$ cat src/rtl/vip_uart_rx_decoder.sv
// UART receiver for the simulation fixture: decodes 8N1 frames into a byte FIFO drained over valid/ready.
// Define VIP_UART_RX_PARITY_EN to receive 8E1 frames with even-parity checking on parity_err_o.
module vip_uart_rx_decoder #(
  parameter int BaudDiv   = 16,
  parameter int FifoDepth = 8
) (
  input  logic       clk_i,
  input  logic       rst_ni,
  input  logic       uart_rx_i,
  output logic [7:0] data_o,
  output logic       valid_o,
  input  logic       ready_i,
  output logic       frame_err_o,
  output logic       parity_err_o,
  output logic       overflow_o,
  output logic       busy_o
);
  localparam int CNT_W  = $clog2(BaudDiv);
  localparam int ADDR_W = $clog2(FifoDepth);
  localparam int PTR_W  = ADDR_W + 1;
  localparam logic [CNT_W-1:0] HALF_LOAD = CNT_W'(BaudDiv / 2 - 1);
  localparam logic [CNT_W-1:0] FULL_LOAD = CNT_W'(BaudDiv - 1);

  typedef enum logic [2:0] {
    IDLE,
    START,
    DATA,
`ifdef VIP_UART_RX_PARITY_EN
    PARITY,
`endif
    STOP,
    BRK_WAIT
  } state_t;

  state_t           state, state_d;
  logic [CNT_W-1:0] cnt, cnt_d;
  logic [2:0]       bit_idx, bit_idx_d;
  logic [7:0]       shift, shift_d;
  logic             rx_meta, rx_sync;
  logic             push, frame_err_d;
  logic             tick;

  logic [7:0]       mem [FifoDepth];
  logic [PTR_W-1:0] wr_ptr, rd_ptr;
  logic             full, empty, pop, wr_en;

`ifdef VIP_UART_RX_PARITY_EN
  logic par_bit, par_bit_d, par_err_q, par_err_d;
`endif

  always_ff @(posedge clk_i or negedge rst_ni) begin
    if (!rst_ni) begin
      rx_meta <= 1'b1;
      rx_sync <= 1'b1;
    end else begin
      rx_meta <= uart_rx_i;
      rx_sync <= rx_meta;
    end
  end

  assign tick = (cnt == '0);

  always_comb begin
    state_d     = state;
    cnt_d       = cnt;
    bit_idx_d   = bit_idx;
    shift_d     = shift;
    push        = 1'b0;
    frame_err_d = 1'b0;
`ifdef VIP_UART_RX_PARITY_EN
    par_bit_d   = par_bit;
    par_err_d   = 1'b0;
`endif
    case (state)
      IDLE: begin
        if (!rx_sync) begin
          cnt_d   = HALF_LOAD;
          state_d = START;
        end
      end
      START: begin
        if (!tick) begin
          cnt_d = cnt - CNT_W'(1);
        end else if (rx_sync) begin
          state_d = IDLE;
        end else begin
          cnt_d     = FULL_LOAD;
          bit_idx_d = '0;
          state_d   = DATA;
        end
      end
      DATA: begin
        if (!tick) begin
          cnt_d = cnt - CNT_W'(1);
        end else begin
          shift_d   = {rx_sync, shift[7:1]};
          cnt_d     = FULL_LOAD;
          bit_idx_d = bit_idx + 3'd1;
          if (bit_idx == 3'd7) begin
`ifdef VIP_UART_RX_PARITY_EN
            state_d = PARITY;
`else
            state_d = STOP;
`endif
          end
        end
      end
`ifdef VIP_UART_RX_PARITY_EN
      PARITY: begin
        if (!tick) begin
          cnt_d = cnt - CNT_W'(1);
        end else begin
          par_bit_d = rx_sync;
          cnt_d     = FULL_LOAD;
          state_d   = STOP;
        end
      end
`endif
      STOP: begin
        if (!tick) begin
          cnt_d = cnt - CNT_W'(1);
        end else if (!rx_sync) begin
          // Framing wins over parity; park until the line goes idle.
          frame_err_d = 1'b1;
          state_d     = BRK_WAIT;
        end else begin
          state_d = IDLE;
`ifdef VIP_UART_RX_PARITY_EN
          if ((^shift) != par_bit) par_err_d = 1'b1;
          else                     push      = 1'b1;
`else
          push = 1'b1;
`endif
        end
      end
      BRK_WAIT: begin
        if (rx_sync) state_d = IDLE;
      end
      default: state_d = IDLE;
    endcase
  end

  always_ff @(posedge clk_i or negedge rst_ni) begin
    if (!rst_ni) begin
      state       <= IDLE;
      cnt         <= '0;
      bit_idx     <= '0;
      frame_err_o <= 1'b0;
    end else begin
      state       <= state_d;
      cnt         <= cnt_d;
      bit_idx     <= bit_idx_d;
      frame_err_o <= frame_err_d;
    end
  end

  always_ff @(posedge clk_i) begin
    shift <= shift_d;
  end

`ifdef VIP_UART_RX_PARITY_EN
  always_ff @(posedge clk_i or negedge rst_ni) begin
    if (!rst_ni) par_err_q <= 1'b0;
    else         par_err_q <= par_err_d;
  end

  always_ff @(posedge clk_i) begin
    par_bit <= par_bit_d;
  end

  assign parity_err_o = par_err_q;
`else
  assign parity_err_o = 1'b0;
`endif

  // Extra pointer MSB distinguishes full from empty when the addresses match.
  assign empty = (wr_ptr == rd_ptr);
  assign full  = (wr_ptr[ADDR_W] != rd_ptr[ADDR_W]) &&
                 (wr_ptr[ADDR_W-1:0] == rd_ptr[ADDR_W-1:0]);
  assign pop   = valid_o && ready_i;
  assign wr_en = push && (!full || pop);

  always_ff @(posedge clk_i or negedge rst_ni) begin
    if (!rst_ni) begin
      wr_ptr     <= '0;
      rd_ptr     <= '0;
      overflow_o <= 1'b0;
    end else begin
      if (wr_en) wr_ptr <= wr_ptr + PTR_W'(1);
      if (pop)   rd_ptr <= rd_ptr + PTR_W'(1);
      overflow_o <= push && full && !pop;
    end
  end

  always_ff @(posedge clk_i) begin
    if (wr_en) mem[wr_ptr[ADDR_W-1:0]] <= shift;
  end

  assign valid_o = !empty;
  assign data_o  = valid_o ? mem[rd_ptr[ADDR_W-1:0]] : 8'h00;
  assign busy_o  = (state != IDLE);

endmodule

$ cat config.mk
export PLATFORM = sky130hd
export DESIGN_NAME = vip_uart_rx_decoder
export DESIGN_NICKNAME = d
export VERILOG_FILES = /design/src/rtl/vip_uart_rx_decoder.sv
export SDC_FILE = /design/constraint.sdc
export NUM_CORES = 1
export LEC_CHECK = 0
export ABC_AREA = 1
export BUFFER_PORTS_ARGS = -buffer_cell sky130_fd_sc_hd__buf_2
export CAP_MARGIN = 30
export CORE_ASPECT_RATIO = 1.75
export CORE_UTILIZATION = 50
export DETAILED_ROUTE_END_ITERATION = 8
export GPL_TIMING_DRIVEN = 0
export PLACE_DENSITY = 0.67
export SLEW_MARGIN = 25
export SYNTH_ARGS = -nofsm -noshare
export SYNTH_HDL_FRONTEND = slang
export SYNTH_SLANG_ARGS = --single-unit
export TNS_END_PERCENT = 100
$ cat constraint.sdc
create_clock -name clk_i -period 4.2 [get_ports clk_i]
set_input_delay 1.05 -clock clk_i [delete_from_list [all_inputs] [get_ports clk_i]]
set_output_delay 1.05 -clock clk_i [all_outputs]
set_load 0.02 [all_outputs]
## Yosys cells after proc, flatten, opt, wreduce, memory -nomap -nowiden

Memory sizes are Yosys's and may differ from the RTL's.
Cells that the tools add are included.

| storage, ports and cells | value |
|---|---|
| flip-flop bits (word level) | 30 |
| memory bits (writable) | 64 |
| word-level logic and storage cells | 78 |
| memories kept | 1 |

| cells by class | value |
|---|---|
| add/subtract/negate cells | 4 |
| equality and inequality tests | 17 |
| mux-type cells | 28 |
| reductions and logical operators | 18 |

Memories:

| memory | words | bits a word | rd ports | clocked after Yosys merged registers in | write ports | RTL line | source |
|---|---|---|---|---|---|---|---|
| mem | 8 | 8 | 1 | 0 | 1 | 43 | `logic [7:0] mem [FifoDepth];` |

Operators by type and width:

| operator | number |
|---|---|
| 3-bit 2-to-1 mux | 10 |
| 4-bit 2-to-1 mux | 5 |
| 2-bit != test (second input constant) | 8 |
| 4-bit one-hot mux with 4 select lines | 1 |
| 3-bit one-hot mux with 5 select lines | 1 |
| 4-bit by 1-bit adder with 4-bit output (second input constant) | 2 |
| 1-bit 2-to-1 mux | 8 |
| 8-bit 2-to-1 mux | 1 |
| 4-bit AND reduction | 2 |
| 3-bit by 2-bit == test with 1-bit output (second input constant) | 2 |
| 3-bit == test (second input constant) | 2 |
| 3-bit one-hot mux with 2 select lines | 1 |
| 6-bit AND reduction | 1 |
| 1-bit logical AND | 5 |
| 4-bit == test | 1 |
| 4-bit logical NOT | 1 |
| 4-bit nonzero test | 1 |
| 4-bit by 1-bit subtractor with 4-bit output (second input constant) | 1 |
| 3-bit by 1-bit adder with 3-bit output (second input constant) | 1 |
| 3-bit by 1-bit == test with 1-bit output (second input constant) | 1 |
| 3-bit == test | 1 |
| 1-bit logical NOT | 3 |
| 3-bit logical NOT | 1 |
| 3-bit != test (second input constant) | 1 |
| other kinds (6) | 6 |

## Depth between registers and ports, before layout

| depth | value |
|---|---|
| depth after elaboration | 7 |
| mapped depth | 9 |

## Worst setup path after synthesis

No wires, ideal clock.

| path | value |
|---|---|
| path kind | register to output |
| from | reg rd_ptr[1] |
| to | out data_o[2] |
| arrival time | 1348 ps |
| required time | 3150 ps |
| setup slack | 1802 ps |
| cell stages (with the launch flop) | 10 |
| path through | dfrtp_1 > buf_6 > inv_2 > nand2_1 > nand2_1 > nor2_4 > nand3_4 > buf_6 > nand2_1 > nor2_1 |

| on the way | value |
|---|---|
| word-level cells in the longest chain between the ends | 2 |
| elaborated cells between the ends (all ways) | 3 |

RTL lines:

| element | RTL line | source |
|---|---|---|
| start, declared | 44 | `logic [PTR_W-1:0] wr_ptr, rd_ptr;` |
| start signal, assigned | 190 | `if (pop) rd_ptr <= rd_ptr + PTR_W'(1);` |
| memory read 8 x 8 bit or 4-bit == test (tied branches) | -- |  |
| 8-bit 2-to-1 mux (*) | 200 | `assign data_o = valid_o ? mem[rd_ptr[ADDR_W-1:0]] : 8'h00;` |
| end, declared | 10 | `output logic [7:0] data_o,` |

Every way passes the cells marked *; elsewhere a longest branch is shown, timed or not.

## Worst setup path in the final report

| path | value |
|---|---|
| from | reg rd_ptr[0] |
| to | out data_o[7] |

The elaborated chain is that of the path after synthesis.

==> impl_metrics.yaml <==
power:
  power_frac_seq_pct: 36.4
  power.density_nw_per_um2: 678
  switching_share_pct: 38.4
  p_switching_uw: 1190
  share_comb_of_total_power_pct: 38.4
  cell_internal_pwr_uw: 1910
  power.leakage_uw: 0.00184
  ir_drop_v: 0.000428
  pwr-share-clk_pct: 25.1
layout:
  drive_above_1_share_pct: 13.7
  diodes: 0
  syn2layout_area_growth_pct: 11.6
  nNetsFinal: 414
  utilization_pct: 57.8
detailed_routing:
  antenna_left: 0
  drc: 0
  via_per_inst: 5.51
  drtIter0Drc: 323
  drtPass1Iterations: 5
  wirelength_um: 8430
  wl_per_cell_um: 16.9
  vias: 2744
synth:
  synth.distinct_cells: 28
  synthCells: 379
  synth_edf_count: 72
  ys_warn_count: 0
  syn_nets: 388
  netlist.area_leader.share_pct: 52.8
  synth_ff_type: "edfxtp_1"
  yosys.area.top_type: "edfxtp_1"
  seq_area_frac_synth_pct: 66.3
  ys_ff_latch: 94
  ys_async_sr_fraction_pct: 23.4
  syn-cell-area_um2: 4100
  syn_avg_cell_area_um2: 10.8
  yosys-top-cells-area: "edfxtp_1 53%, dfrtp_1 12%, nand2_1 7.0%"
placed_design:
  place_hpwl_um: 5890
  port_buffers: 15
  place_congestion: 0.807
  place_ws_ns: 1.59
clock_network:
  holdBufCountCts: 0
  htreeDepth: 3
  clk_pin_slew_ns: 0.06
  numCtsBuffers: 9
  cts-root-buf: "clkbuf_16"
  clk_latency_ns: 0.34
  cts_tree: "built"
  cts_setup_buffers: 0
  cts_sinks: 94
  cts_resized: 0
  cts_buffer_depth: 2
sta:
  setup_slack_ns: 1.25
  slew_viol_final: 0
  finalSetupViolations: 0
  fin_skew_ns: 0.00837
  rsz0062_at_grt: "false"
  tightestPinTransition_ns: 0.816
  fin_crit_sh_pct: 70.3
  final_hold_viol_count: 0
  timing.final.crit_period_ns: 2.95
  fin_setup_tns_ns: 0
  fmax_mhz: 339
  max_slew_margin_pct: 45.4
global_route:
  grt_util_all_layers_pct: 21.2
  globalRouteMet2Util_pct: 39.6
  busiest_layer: "met2"
  gr-usage-met3_pct: 3.89
  use_met1_pct: 21.9
  antenna_found_initial: 0
  gr-total-overflow: 0
  grt_max_degree: 23
  grt_pass1_wl_um: 13300
  grt_pass1_vias: 2724
hold_path:
  min_path_type: "register to register"
worst_setup_path:
  cp_max_fo: 10
  worstPathArrival_ns: 1.90
  critPathKind: "register to output pin"
  critPathLaunchType: "register"
  setup.worst_path.end_class: "output pin"
  required_ns: 3.15
floorplanning:
  core_region_area_um2: 7910
  die_w_um: 70.4
  die_area_um2: 8580
  dieHeight_um: 122
  io_pins: 17
  start_util_pct: 51.8
  rows: 43
flow_run:
  drv_cap: 0
status:
  status: "completed"
[critical path, stage by stage (launching register included)]
cell and delay, ns:
dfrtp_1 0.39, buf_6 0.15, inv_4 0.08, buf_2 0.22, nor2_1 0.07, o22ai_1 0.26, nor2_1 0.07, nor2_1 0.14
buf_2 0.18
[power groups by stage]
stage / Clock (µW) / Sequential (µW) / Combinational [µW]
floorplan: 0 / 1130 / 862
global placement: 0 / 1140 / 1180
detailed placement: 0 / 1150 / 1200
CTS: 791 / 1130 / 1210
global route: 824 / 1140 / 1330
finish: 779 / 1130 / 1190
[sequential cells by signal, summed over array words and instances, names as in the netlist, 3 cells and up]
register / flops
rd_ptr: 4
shift: 8
cnt: 4
bit_idx: 3
wr_ptr: 4
state: 3
mem: 64
[worst paths after layout]
check / start / end / slack [ns] / cells past startpoint
hold reg to reg: rx_meta / rx_sync / 0.35 / 0
min in group asynchronous: rst_ni / cnt[1] / 0.68 / 1
setup / recovery: rd_ptr[0] / data_o[7] / 1.25 / 8
max in group asynchronous: rst_ni / rx_sync / 3.17 / 1
setup reg to reg: cnt[0] / mem[4][4] / 1.97 / 6
hold / removal: rx_meta / rx_sync / 0.35 / 0
[kinds of logic after synthesis]
kind of cell               count (synthesis)  share of synthesized area (%)
DFF                                       94                           66.3
adders and majority gates                  5                           1.53
other                                      1                         0.0915
AOI/OAI and AO/OA                         57                           7.76
buffers and inverters                     35                           4.21
and+or+nand+nor                          181                           18.7
xor gates and xnor gates                   6                           1.47
[area by class of cell]
type,instances,area [µm²]
Buffer,15,95.1
Clock buffer,9,225
Clock inverter,5,62.6
Fill cell,659,3340
Inverter,20,77.6
Multi-Input combinational cell,250,1210
Sequential cell,94,2720
Tap cell,90,113
Timing Repair Buffer,15,75.1
[cells in the final DEF, fill, tap and decap left out, drive strengths merged]
cell type,count
nand2,77
o22ai,8
clkinvlp,2
clkinv,2
o21ai,39
xor2,4
xnor2,2
nor2,77
clkbuf,10
dfrtp,20
o211ai,9
ha,5
conb,1
inv,20
nand3,25
dfstp,2
bufinv,1
buf,29
nor3,2
edfxtp,72
a21oi,1
[layer usage]
layer,up-vias,part of all wire (%)
met1,1325,36
met3,17,3.3
met2,57,57
li1,1345,-
met4,0,2.9
met5,-,0
[stage by stage]
stage | area [µm²] | hold WS, ns | instances | power [µW]
floorplan | 4100 | 0.345 | 379 | 1990
finish | 4570 | 0.355 | 498 | 3100
CTS | 4570 | 0.356 | 498 | 3130
global placement | 4290 | 0.346 | 484 | 2320
global route | 4570 | 0.356 | 498 | 3290
detailed placement | 4290 | 0.347 | 484 | 2350
[cells in the mapped netlist (3+ instances only)]
| master | count |
|---|---|
| nand3_1 | 21 |
| ha_1 | 5 |
| o21ai_0 | 39 |
| o22ai_1 | 8 |
| buf_6 | 3 |
| dfrtp_1 | 20 |
| o211ai_1 | 9 |
| nor2_1 | 75 |
| inv_1 | 17 |
| nand2_1 | 76 |
| xor2_1 | 4 |
| edfxtp_1 | 72 |
| buf_2 | 9 |
(Power assumes the default switching activity.)
